$ cat config.mk
export PLATFORM = sky130hd
export DESIGN_NAME = ts_sched_ctrl
export DESIGN_NICKNAME = d
export VERILOG_FILES = /design/src/rtl/ts_sched_pkg.sv /design/src/rtl/sensor_debounce.sv /design/src/rtl/ts_sched_ctrl.sv
export SDC_FILE = /design/constraint.sdc
export NUM_CORES = 1
export LEC_CHECK = 0
export ABC_CLOCK_PERIOD_IN_PS = 2950
export BUFFER_PORTS_ARGS = -buffer_cell sky130_fd_sc_hd__buf_2
export CAP_MARGIN = 20
export CORE_AREA = 2 2 98 100
export CTS_CLUSTER_SIZE = 10
export DETAILED_ROUTE_END_ITERATION = 10
export DIE_AREA = 0 0 100 102
export MAX_ROUTING_LAYER = met4
export SLEW_MARGIN = 20
export SYNTH_ARGS = -nofsm -noshare
export SYNTH_HDL_FRONTEND = slang
export SYNTH_SLANG_ARGS = --single-unit
$ cat constraint.sdc
create_clock -name i_clkin -period 2.95 [get_ports i_clkin]
set_input_delay 0.1475 -clock i_clkin [delete_from_list [all_inputs] [get_ports i_clkin]]
set_output_delay 0.1475 -clock i_clkin [all_outputs]
set_load 0.02 [all_outputs]
$ cat src/rtl/ts_sched_pkg.sv
// Shared definitions for the time-slice scheduler: state encoding and the
// power-up defaults for the slice lengths and sensor debounce depth.
package ts_sched_pkg;

  typedef enum logic [1:0] {
    IDLE = 2'b00,
    HIGH = 2'b01,
    LOW  = 2'b10
  } state_t;

  localparam int HIGH_DEF_C = 5;
  localparam int LOW_DEF_C  = 1;
  localparam int DEB_LEN_C  = 4;

endpackage

$ cat src/rtl/sensor_debounce.sv
// Two-flop synchroniser followed by a stable-sample debouncer; the output only
// follows the input after DEB_LEN consecutive differing synchronised samples.
module sensor_debounce #(
  parameter int DEB_LEN = ts_sched_pkg::DEB_LEN_C
) (
  input  logic i_clk,
  input  logic i_reset,
  input  logic i_raw,
  output logic o_clean
);

  localparam int CW = (DEB_LEN > 1) ? $clog2(DEB_LEN) : 1;
  localparam logic [CW-1:0] LAST_CNT = CW'(DEB_LEN - 1);

  logic          r_sync1;
  logic          r_sync2;
  logic          r_clean;
  logic [CW-1:0] r_cnt;

  always_ff @(posedge i_clk or posedge i_reset) begin
    if (i_reset) begin
      r_sync1 <= 1'b0;
      r_sync2 <= 1'b0;
    end else begin
      r_sync1 <= i_raw;
      r_sync2 <= r_sync1;
    end
  end

  // Any sample that agrees with the current output restarts the stability count.
  always_ff @(posedge i_clk or posedge i_reset) begin
    if (i_reset) begin
      r_clean <= 1'b0;
      r_cnt   <= '0;
    end else if (r_sync2 == r_clean) begin
      r_cnt <= '0;
    end else if (r_cnt == LAST_CNT) begin
      r_clean <= r_sync2;
      r_cnt   <= '0;
    end else begin
      r_cnt <= r_cnt + CW'(1);
    end
  end

  assign o_clean = r_clean;

endmodule

$ cat src/rtl/ts_sched_ctrl.sv
// Time-slice scheduler: generates the ts high/low pattern for the traffic FSM
// and conditions the raw sensor input; all outputs come straight from flops.
module ts_sched_ctrl #(
  parameter int CNT_W    = 8,
  parameter int HIGH_DEF = ts_sched_pkg::HIGH_DEF_C,
  parameter int LOW_DEF  = ts_sched_pkg::LOW_DEF_C,
  parameter int DEB_LEN  = ts_sched_pkg::DEB_LEN_C
) (
  input  logic             i_clkin,
  input  logic             i_reset,
  input  logic             i_enable,
  input  logic             i_cfg_load,
  input  logic [CNT_W-1:0] i_cfg_high,
  input  logic [CNT_W-1:0] i_cfg_low,
  input  logic             i_sensor_raw,
  output logic             o_ts,
  output logic             o_sensor,
  output logic             o_period_done,
  output logic             o_busy
);

  import ts_sched_pkg::*;

  state_t           r_state;
  logic [CNT_W-1:0] r_cnt;
  logic [CNT_W-1:0] r_pendHigh;
  logic [CNT_W-1:0] r_pendLow;
  logic [CNT_W-1:0] r_actHigh;
  logic [CNT_W-1:0] r_actLow;
  logic             r_ts;
  logic             r_periodDone;
  logic             r_busy;

  state_t           w_nextState;
  logic [CNT_W-1:0] w_nextCnt;
  logic             w_reload;
  logic [CNT_W-1:0] w_cfgHighClamp;
  logic [CNT_W-1:0] w_cfgLowClamp;
  logic [CNT_W-1:0] w_pendHighEff;
  logic [CNT_W-1:0] w_pendLowEff;

  // A zero length would underflow the down-counter, so it is stored as 1.
  assign w_cfgHighClamp = (i_cfg_high == '0) ? CNT_W'(1) : i_cfg_high;
  assign w_cfgLowClamp  = (i_cfg_low  == '0) ? CNT_W'(1) : i_cfg_low;

  // A load coinciding with a boundary reload wins over the stored pending value.
  assign w_pendHighEff = i_cfg_load ? w_cfgHighClamp : r_pendHigh;
  assign w_pendLowEff  = i_cfg_load ? w_cfgLowClamp  : r_pendLow;

  always_comb begin
    w_nextState = r_state;
    w_nextCnt   = r_cnt;
    w_reload    = 1'b0;
    case (r_state)
      IDLE: begin
        if (i_enable) begin
          w_nextState = HIGH;
          w_reload    = 1'b1;
          w_nextCnt   = w_pendHighEff - CNT_W'(1);
        end
      end
      HIGH: begin
        if (r_cnt == '0) begin
          w_nextState = LOW;
          w_nextCnt   = r_actLow - CNT_W'(1);
        end else begin
          w_nextCnt = r_cnt - CNT_W'(1);
        end
      end
      LOW: begin
        if (r_cnt == '0) begin
          if (i_enable) begin
            w_nextState = HIGH;
            w_reload    = 1'b1;
            w_nextCnt   = w_pendHighEff - CNT_W'(1);
          end else begin
            w_nextState = IDLE;
            w_nextCnt   = '0;
          end
        end else begin
          w_nextCnt = r_cnt - CNT_W'(1);
        end
      end
      default: begin
        w_nextState = IDLE;
        w_nextCnt   = '0;
      end
    endcase
  end

  // Outputs are registered from the next-state decode so they line up with r_state.
  always_ff @(posedge i_clkin or posedge i_reset) begin
    if (i_reset) begin
      r_state      <= IDLE;
      r_cnt        <= '0;
      r_pendHigh   <= CNT_W'(HIGH_DEF);
      r_pendLow    <= CNT_W'(LOW_DEF);
      r_actHigh    <= CNT_W'(HIGH_DEF);
      r_actLow     <= CNT_W'(LOW_DEF);
      r_ts         <= 1'b0;
      r_periodDone <= 1'b0;
      r_busy       <= 1'b0;
    end else begin
      r_state      <= w_nextState;
      r_cnt        <= w_nextCnt;
      r_ts         <= (w_nextState == HIGH);
      r_periodDone <= (w_nextState == LOW) && (w_nextCnt == '0);
      r_busy       <= (w_nextState != IDLE);
      if (i_cfg_load) begin
        r_pendHigh <= w_cfgHighClamp;
        r_pendLow  <= w_cfgLowClamp;
      end
      if (w_reload) begin
        r_actHigh <= w_pendHighEff;
        r_actLow  <= w_pendLowEff;
      end
    end
  end

  sensor_debounce #(
    .DEB_LEN(DEB_LEN)
  ) u_sensorDebounce (
    .i_clk  (i_clkin),
    .i_reset(i_reset),
    .i_raw  (i_sensor_raw),
    .o_clean(o_sensor)
  );

  assign o_ts          = r_ts;
  assign o_period_done = r_periodDone;
  assign o_busy        = r_busy;

  // Active high length is only reloaded here; the HIGH count itself is seeded from pending.
  logic w_unusedActHigh;
  assign w_unusedActHigh = ^r_actHigh;

endmodule

==> impl_results.md, run 1 <==
* GRT overflow at 0
* Layout cells sized above 1 at 29.63%
* Core footprint at 9109 um^2
* Reg clk slew, reported paths at 0.08 ns
* Starting density of the core at 24.66%
* Die Height at 102 um
* Critical Path RT at 3.16 ns
* Total Neg Setup Slack at 0 ns
* Pre-CTS setup slack at 0.05618 ns
* Site Rows at 35
* Crit Path Max Fanout at 8
* Post-route design area at 2630 um^2
* Detailed router's first-iteration violation count at 110
* DRC violations left at 0
* Worst Setup End Kind: flop
* Arr. time, crit path at 3.09 ns
* Final Cycle Share at 97.74%
* Startpoint types: flop
* Hold Path Class: input pin to flop
* Setup violators final at 0
* Mapped Nets at 237
* First-pass GRT wire length at 7.969 mm
* Max rail drop VDD at 0.0002253 V
* Drt first pass iters at 4
* Per-cell routed wire length at 13.44 um
* Number of global-route vias before repair at 1650
* Routed WL at 4.757 mm
* Most frequent cells in the layout: 38 x dfrtp_1, 24 x buf_2, 20 x mux2_2
* Die Wd at 100 um
* Most common library cell in the layout ignoring fill and taps: dfrtp_1
* Number of synthesized flops with an enable pin at 0
* Root Buffer: clkbuf_8
* Area delta synth->final at 17.10%
* Final nets at 266
* Clk Latency, worst-skew pair at 0.30 ns
* Fillers at 948
* Final Skew at 0.008079 ns
* Seq/Total Area, Yosys at 47.02%
* Synth cell types at 49
* Placement Cell Area at 2496 um^2
* Mapped cell area at 2246 um^2
* Slew Limit Fails at 0
* Antenna violations before repair at 0
* Area of the multi-input gates at 1119 um^2
* Pwr Density at 859.7 nW/um^2
* Worst Tran Pin Value at 0.7106 ns
* Minimum clock period at 2.883 ns
* Synth async-reset ratio at 100.0%
* Worst rel slew slack at 52.63%
* Clk buf depth at 2
* Pin count of the biggest net entering global routing at 43
* Final WS setup at 0.06660 ns
* Status: finished clean
* Max Clk Rate at 0.3468 GHz
* # Max-Cap Violations at 0
* Number of CTS-inserted buffers at 5
* YS warnings at 0
* Total power at 0.002261 W
* Diode count at 0
* Hold slack at 0.1134 ns
* FF/Latch Area at 1056 um^2
* CTS tree: built
* Post-route ant nets at 0
* Most used DFF post-synth: dfrtp_1
* P_leak at 1.092 nW
* Top-Level Pins at 25
* Setup CP Type: flop to flop
* Vias at 1677
* Hold Violations, Final at 0
* Cell count after synthesis at 213
* #FFs+latches synth at 42
* Detail Placement HPWL at 3.519 mm
* Port bufs at 24
* All-layer global routing usage at 10.27%
* DIE AREA at 10200 um^2
* Global placement routability congestion at 0.8864
* Htree depth at 2
* DR vias/cell at 4.737
* Syn avg cell area at 10.54 um^2
* Clock sink total at 42
worst paths after layout:
check | start | endpoint | slack [ns] | depth (start not counted)
min reg2reg | u_sensorDebounce.r_sync1 | u_sensorDebounce.r_sync2 | 0.36 | 0
min | i_cfg_low[5] | r_pendLow[5] | 0.11 | 2
max reg2reg | r_cnt[0] | o_period_done | 0.07 | 10
max | r_cnt[0] | o_period_done | 0.07 | 10
max in group asynchronous | i_reset | r_pendHigh[2] | 2.06 | 4
min in group asynchronous | i_reset | u_sensorDebounce.o_clean | 0.51 | 4
sequential cells by signal (all words and copies together), names as in the netlist, 2 cells and up:
name	cells
r_pendHigh	8
r_state	2
r_cnt	8
u_sensorDebounce.r_cnt	2
r_pendLow	8
r_actLow	8
synth_stat cells, types with 2 or more instances:
cell type,instances,area share (%)
nand2_1,12,2.0
or4_1,3,1.0
a31oi_1,2,0.56
buf_2,4,0.89
o21ai_0,11,2.5
nor3_1,7,1.6
nor3b_1,2,0.67
inv_1,13,2.2
or3_1,2,0.56
clkbuf_1,4,0.67
dfstp_2,4,4.7
or2_2,2,0.56
ha_1,3,1.7
mux2i_1,5,2.2
mux2_2,20,10
xor2_1,4,1.6
nor2b_1,4,1.1
nand2b_1,5,1.4
a21oi_1,13,2.9
nand4_1,2,0.56
nor4_1,3,0.84
nor2_1,9,1.5
xnor2_1,8,3.1
nand3_1,5,1.1
dfrtp_1,38,42
o211ai_1,2,0.67
o22ai_1,3,0.84
a21o_1,2,0.67
layer usage:
layer  global-route usage, %  share of wire, %
met5                       -                 0
met4                   3.688               1.7
met3                   2.599               4.7
met2                   15.38                47
met1                   13.51                46
through the flow:
step	utilization (%)	instances
2_1_floorplan	-	213
3_3_place_gp	27.40	343
3_5_place_dp	27.40	343
4_1_cts	28.57	353
5_1_grt	28.87	354
6_report	28.87	354
critical path, cell delays in order, from the launching register on:
cell and delay [ns]:
dfrtp_1 0.40, inv_1 0.14, ha_4 0.16, or4b_4 0.52, o41ai_4 0.36, buf_6 0.18
o21ai_2 0.07, a21oi_1 0.17, o21ai_1 0.10, or4_4 0.56, nor4_2 0.15
kinds of logic after synthesis:
family          after synthesis  synth area share [%]
mux                          25                 12.26
fa+ha+maj                     3                 1.671
compound gates               46                 14.04
simple gates                 63                 16.43
xor+xnor                     12                 4.680
flops                        42                 47.02
buf+inv                      22                 3.900
area by class of cell:
| cell class | count | share of cell area, % |
|---|---|---|
| multi-input combinational | 149 | 42.53 |
| sequential | 42 | 40.15 |
| timing repair buffer | 31 | 6.898 |
| tap | 111 | 5.281 |
| clock buffer | 6 | 2.759 |
| inverter | 13 | 1.855 |
| clock inverter | 2 | 0.5233 |
what timing repair did:
action	4_1_cts	5_1_grt
resized for setup	0	4
setup buffers	0	1
hold buffers	2	0
hold endpoints to repair	39	0
endpoints found under the setup margin	0	1
power breakdown:
group          leakage, nW  internal [W]  switching (W)
logic                0.554      0.000443       0.000486
clock network       0.0452      0.000167       0.000197
registers            0.493      0.000762       0.000206
Power figures use the tool's default switching activity.
==> run 2, diff against run 1 <==
Settings changed: CORE_AREA 2 2 98 100 to 2 2 100 102, DIE_AREA 0 0 100 102 to 0 0 102 104, SYNTH_HIERARCHICAL set to 1.
==> run 2 against run 1 <==
  * Power shrank 8.7%
  * Die area grew 4.0%
  * First-iteration DRC count grew 44%
  * Clock skew grew 0.00088 ns
  * Final cell count grew 12%
  * Flip-flop and latch count is the same
==> impl_results.md, run 2 <==
* Status: finished clean
* Worst reg2reg path endpoint: o_period_done
* Synth top area cells: dfrtp_1 40%, mux2_2 11%, dfstp_2 4.5%
* Detail Placement HPWL at 4.207 mm (+20%)
* Detailed router's first-iteration violation count at 158 (+44%)
* Synth cell types at 52 (+6.1%)
* Buf/Inv on CP at 1 (-1)
* GR Util met1 at 14.17% (+0.66 points)
* Htree depth at 2 (unchanged)
* DR vias/cell at 4.836 (+2.1%)
* Worst Tran Pin Value at 0.4838 ns (-0.2268 ns)
* Pin count of the biggest net entering global routing at 38 (-12%)
* Total Neg Setup Slack at 0 ns (unchanged)
* DIE AREA at 10610 um^2 (+4.0%)
* Cell count after synthesis at 226 (+6.1%)
* Die Height at 104 um (+2.0%)
* Most frequent cells in the layout: 38 x dfrtp_1, 24 x buf_2, 22 x mux2_2
* Per-cell routed wire length at 14.10 um (+4.9%)
* Max rail drop VDD at 0.0003322 V (+47%)
* Worst rel slew slack at 67.75% (+15 points)
* Most frequent cell after synthesis: dfrtp_1
* Cell taking the most area after synthesis: dfrtp_1
* Flop pwr share at 41.2% (-1.6 points)
* Max Clk Rate at 0.3574 GHz (+3.0%)
* Final Cycle Share at 94.86% (-2.9 points)
* FF-to-FF Start: r_cnt[0]
* Reg clk slew, reported paths at 0.09 ns (about the same)
* Seq/Total Area, Yosys at 44.94% (-2.1 points)
* Number of CTS-inserted buffers at 5 (unchanged)
* YS warnings at 6 (+6)
* Combinational cell fraction of total power at 36.4% (-4.7 points)
* Final Skew at 0.008958 ns (+0.0008784 ns)
* Clock power share at 22.4% (+6.3 points)
* #FFs+latches synth at 42 (unchanged)
* Switching share of power at 35.25% (-4.1 points)
* Final nets at 288 (+8.3%)
* Area delta synth->final at 20.34%
* Internal at 0.001336 W (-2.6%)
* Highest-delay cell along the critical path: or4_4
* Yosys top cell area share at 40.47% (-1.9 points)
* Mapped Nets at 251 (+5.9%)
* Crit Path Max Fanout at 3 (-5)
* Switching pwr at 0.0007277 W (-18%)
* Root Buffer: clkbuf_8
* # Max-Cap Violations at 0 (unchanged)
* CP Launch Point: r_cnt[0]
* Antenna violations before repair at 0 (unchanged)
* Post-route design area at 2828 um^2 (+7.5%)
* Hold Violations, Final at 0 (unchanged)
* Hold Path Class: input pin to flop
* Number of synthesized flops with an enable pin at 0 (unchanged)
* CTS tree: built
* Top Family by Delay on Critical Path: simple AND/OR/NAND/NOR gates
* All-layer global routing usage at 11.13% (+0.85 points)
* Syn avg cell area at 10.40 um^2 (-1.4%)
* Clk buf depth at 2 (unchanged)
* Clk Latency, worst-skew pair at 0.30 ns (about the same)
* Hold Crit Start: i_cfg_low[1]
* First-pass GRT wire length at 9.156 mm (+15%)
* Site Rows at 36 (+2.9%)
* Layout cells sized above 1 at 32.20% (+2.6 points)
* Routed WL at 5.596 mm (+18%)
* Placement Cell Area at 2646 um^2 (+6.0%)
* Hold slack at 0.1136 ns (+0.0001370 ns)
* Diode count at 0 (unchanged)
* Most used DFF post-synth: dfrtp_1
* Critical Path RT at 3.16 ns (about the same)
* Die Wd at 102 um (+2.0%)
* Starting density of the core at 24.61% (-0.050 points)
* Reg2reg path depth at 9 (-1)
* Met3 usage at 2.083% (-0.52 points)
* Hold depth at 2 (unchanged)
* Worst Setup End Kind: flop
* GRT overflow at 0 (unchanged)
* Slew Limit Fails at 0 (unchanged)
* DRC violations left at 0 (unchanged)
* Arr. time, crit path at 3.00 ns (-0.09 ns)
* Setup CP Type: flop to flop
* Minimum clock period at 2.798 ns (-0.08512 ns)
* Most common library cell in the layout ignoring fill and taps: dfrtp_1
* FF-to-FF setup slack at 0.15 ns (+0.09 ns)
* Unrepaired setup endpoints after global routing: false
* Clock sink total at 42 (unchanged)
* Setup violators final at 0 (unchanged)
* Synth async-reset ratio at 100.0% (unchanged)
* Worst stage delay on the critical path at 0.53 ns (-0.03 ns)
* Vias at 1920 (+14%)
* Busiest grt layer: met2
* Number of global-route vias before repair at 1899 (+15%)
* Global placement routability congestion at 0.9263 (+4.5%)
* Post-route ant nets at 0 (unchanged)
* P_leak at 1.189 nW (+8.8%)
* Core footprint at 9549 um^2 (+4.8%)
* Startpoint types: flop
* Mapped cell area at 2350 um^2 (+4.6%)
* Pwr Density at 730.0 nW/um^2 (-15%)
* Drt first pass iters at 4 (unchanged)
* Met2 Use GR at 17.25% (+1.9 points)
* Top post-synthesis cells by count: 38 x dfrtp_1, 23 x mux2_2, 13 x inv_1, 13 x nor2_1, 12 x o21ai_0
* WHS Endpoint: r_pendLow[1]
* Top-Level Pins at 25 (unchanged)
* Port bufs at 24 (unchanged)
* Fillers at 1036 (+9.3%)
* Critical path, cell by cell: inv_2, ha_2, or4b_4, nor2_8, mux2_4, a222oi_1, o21ai_1, or4_4, nor4_2
==> run 2: power groups by stage <==
| stage | Clock [W] | Combinational [W] | Sequential [W] |
|---|---|---|---|
| global route | 0.000500 | 0.000836 | 0.000869 |
| finish | 0.000462 | 0.000752 | 0.000850 |
| global placement | 0 | 0.000668 | 0.000858 |
| detailed placement | 0 | 0.000682 | 0.000866 |
| floorplan | 0 | 0.000521 | 0.000824 |
| CTS | 0.000477 | 0.000691 | 0.000854 |
==> run 2: layer usage <==
metal	routed length [um]	vias up	share of wire, %
met1	2347	928	42
met2	2721	78	49
met4	175	0	3.1
met5	0	-	0
met3	351	16	6.3
li1	-	898	-
==> run 2: cell families (layout without fill, tap and decap cells) <==
logic type	Yosys count	after routing	share of synthesized area, %
adders and majority gates	4	4	2.130
buffers and inverters	22	60	4.206
DFF	42	42	44.94
xor gates and xnor gates	13	13	4.846
and+or+nand+nor	67	67	16.77
muxes	28	28	13.15
AOI/OAI and AO/OA	50	50	13.95
==> run 2: per-stage QoR <==
step / utilization, % / setup slack (ns) / total power (W) / instances
final: 29.61 / 0.1517 / 0.002064 / 397
after global routing: 29.61 / 0.006833 / 0.002204 / 397
after CTS: 29.11 / 0.1402 / 0.002023 / 392
after detailed placement: 27.71 / 0.1758 / 0.001548 / 382
after global placement: 27.71 / 0.2250 / 0.001526 / 382
after floorplan: - / 0.2680 / 0.001345 / 226
==> run 2: how the worst max path moves through the flow <==
| stage | depth (start not counted) | slack (ns) | to |
|---|---|---|---|
| 2_1_floorplan | 9 | 0.27 | o_period_done |
| 6_report | 9 | 0.15 | o_period_done |
| 5_1_grt | 9 | 0.007 | o_period_done |
| 3_3_place_gp | 11 | 0.22 | o_period_done |
| 4_1_cts | 9 | 0.14 | o_period_done |
| 3_5_place_dp | 9 | 0.18 | o_period_done |
==> run 2: final cells by class <==
| cell class | count | area [um^2] | share of cell area, % |
|---|---|---|---|
| Clock inverter | 3 | 45.04 | 1.593 |
| Multi-Input combinational cell | 162 | 1205 | 42.61 |
| Tap cell | 133 | 166.4 | 5.885 |
| Sequential cell | 42 | 1056 | 37.35 |
| Clock buffer | 5 | 68.82 | 2.434 |
| Timing Repair Buffer | 39 | 237.7 | 8.407 |
| Inverter | 13 | 48.80 | 1.726 |
==> run 2: worst register-to-register path, cell delays in order (launching register included) <==
cell	delay, ns
dfrtp_1	0.41
inv_2	0.07
ha_2	0.17
or4b_4	0.51
nor2_8	0.15
mux2_4	0.31
a222oi_1	0.26
o21ai_1	0.16
or4_4	0.53
nor4_2	0.14
==> run 2: repair_timing <==
action / in CTS / in global routing
hold buffers: 2 / 0
buffers inserted: 0 / 5
gates resized for setup: 0 / 4
hold endpoints to repair: 39 / 0
setup endpoints to repair: 0 / 1
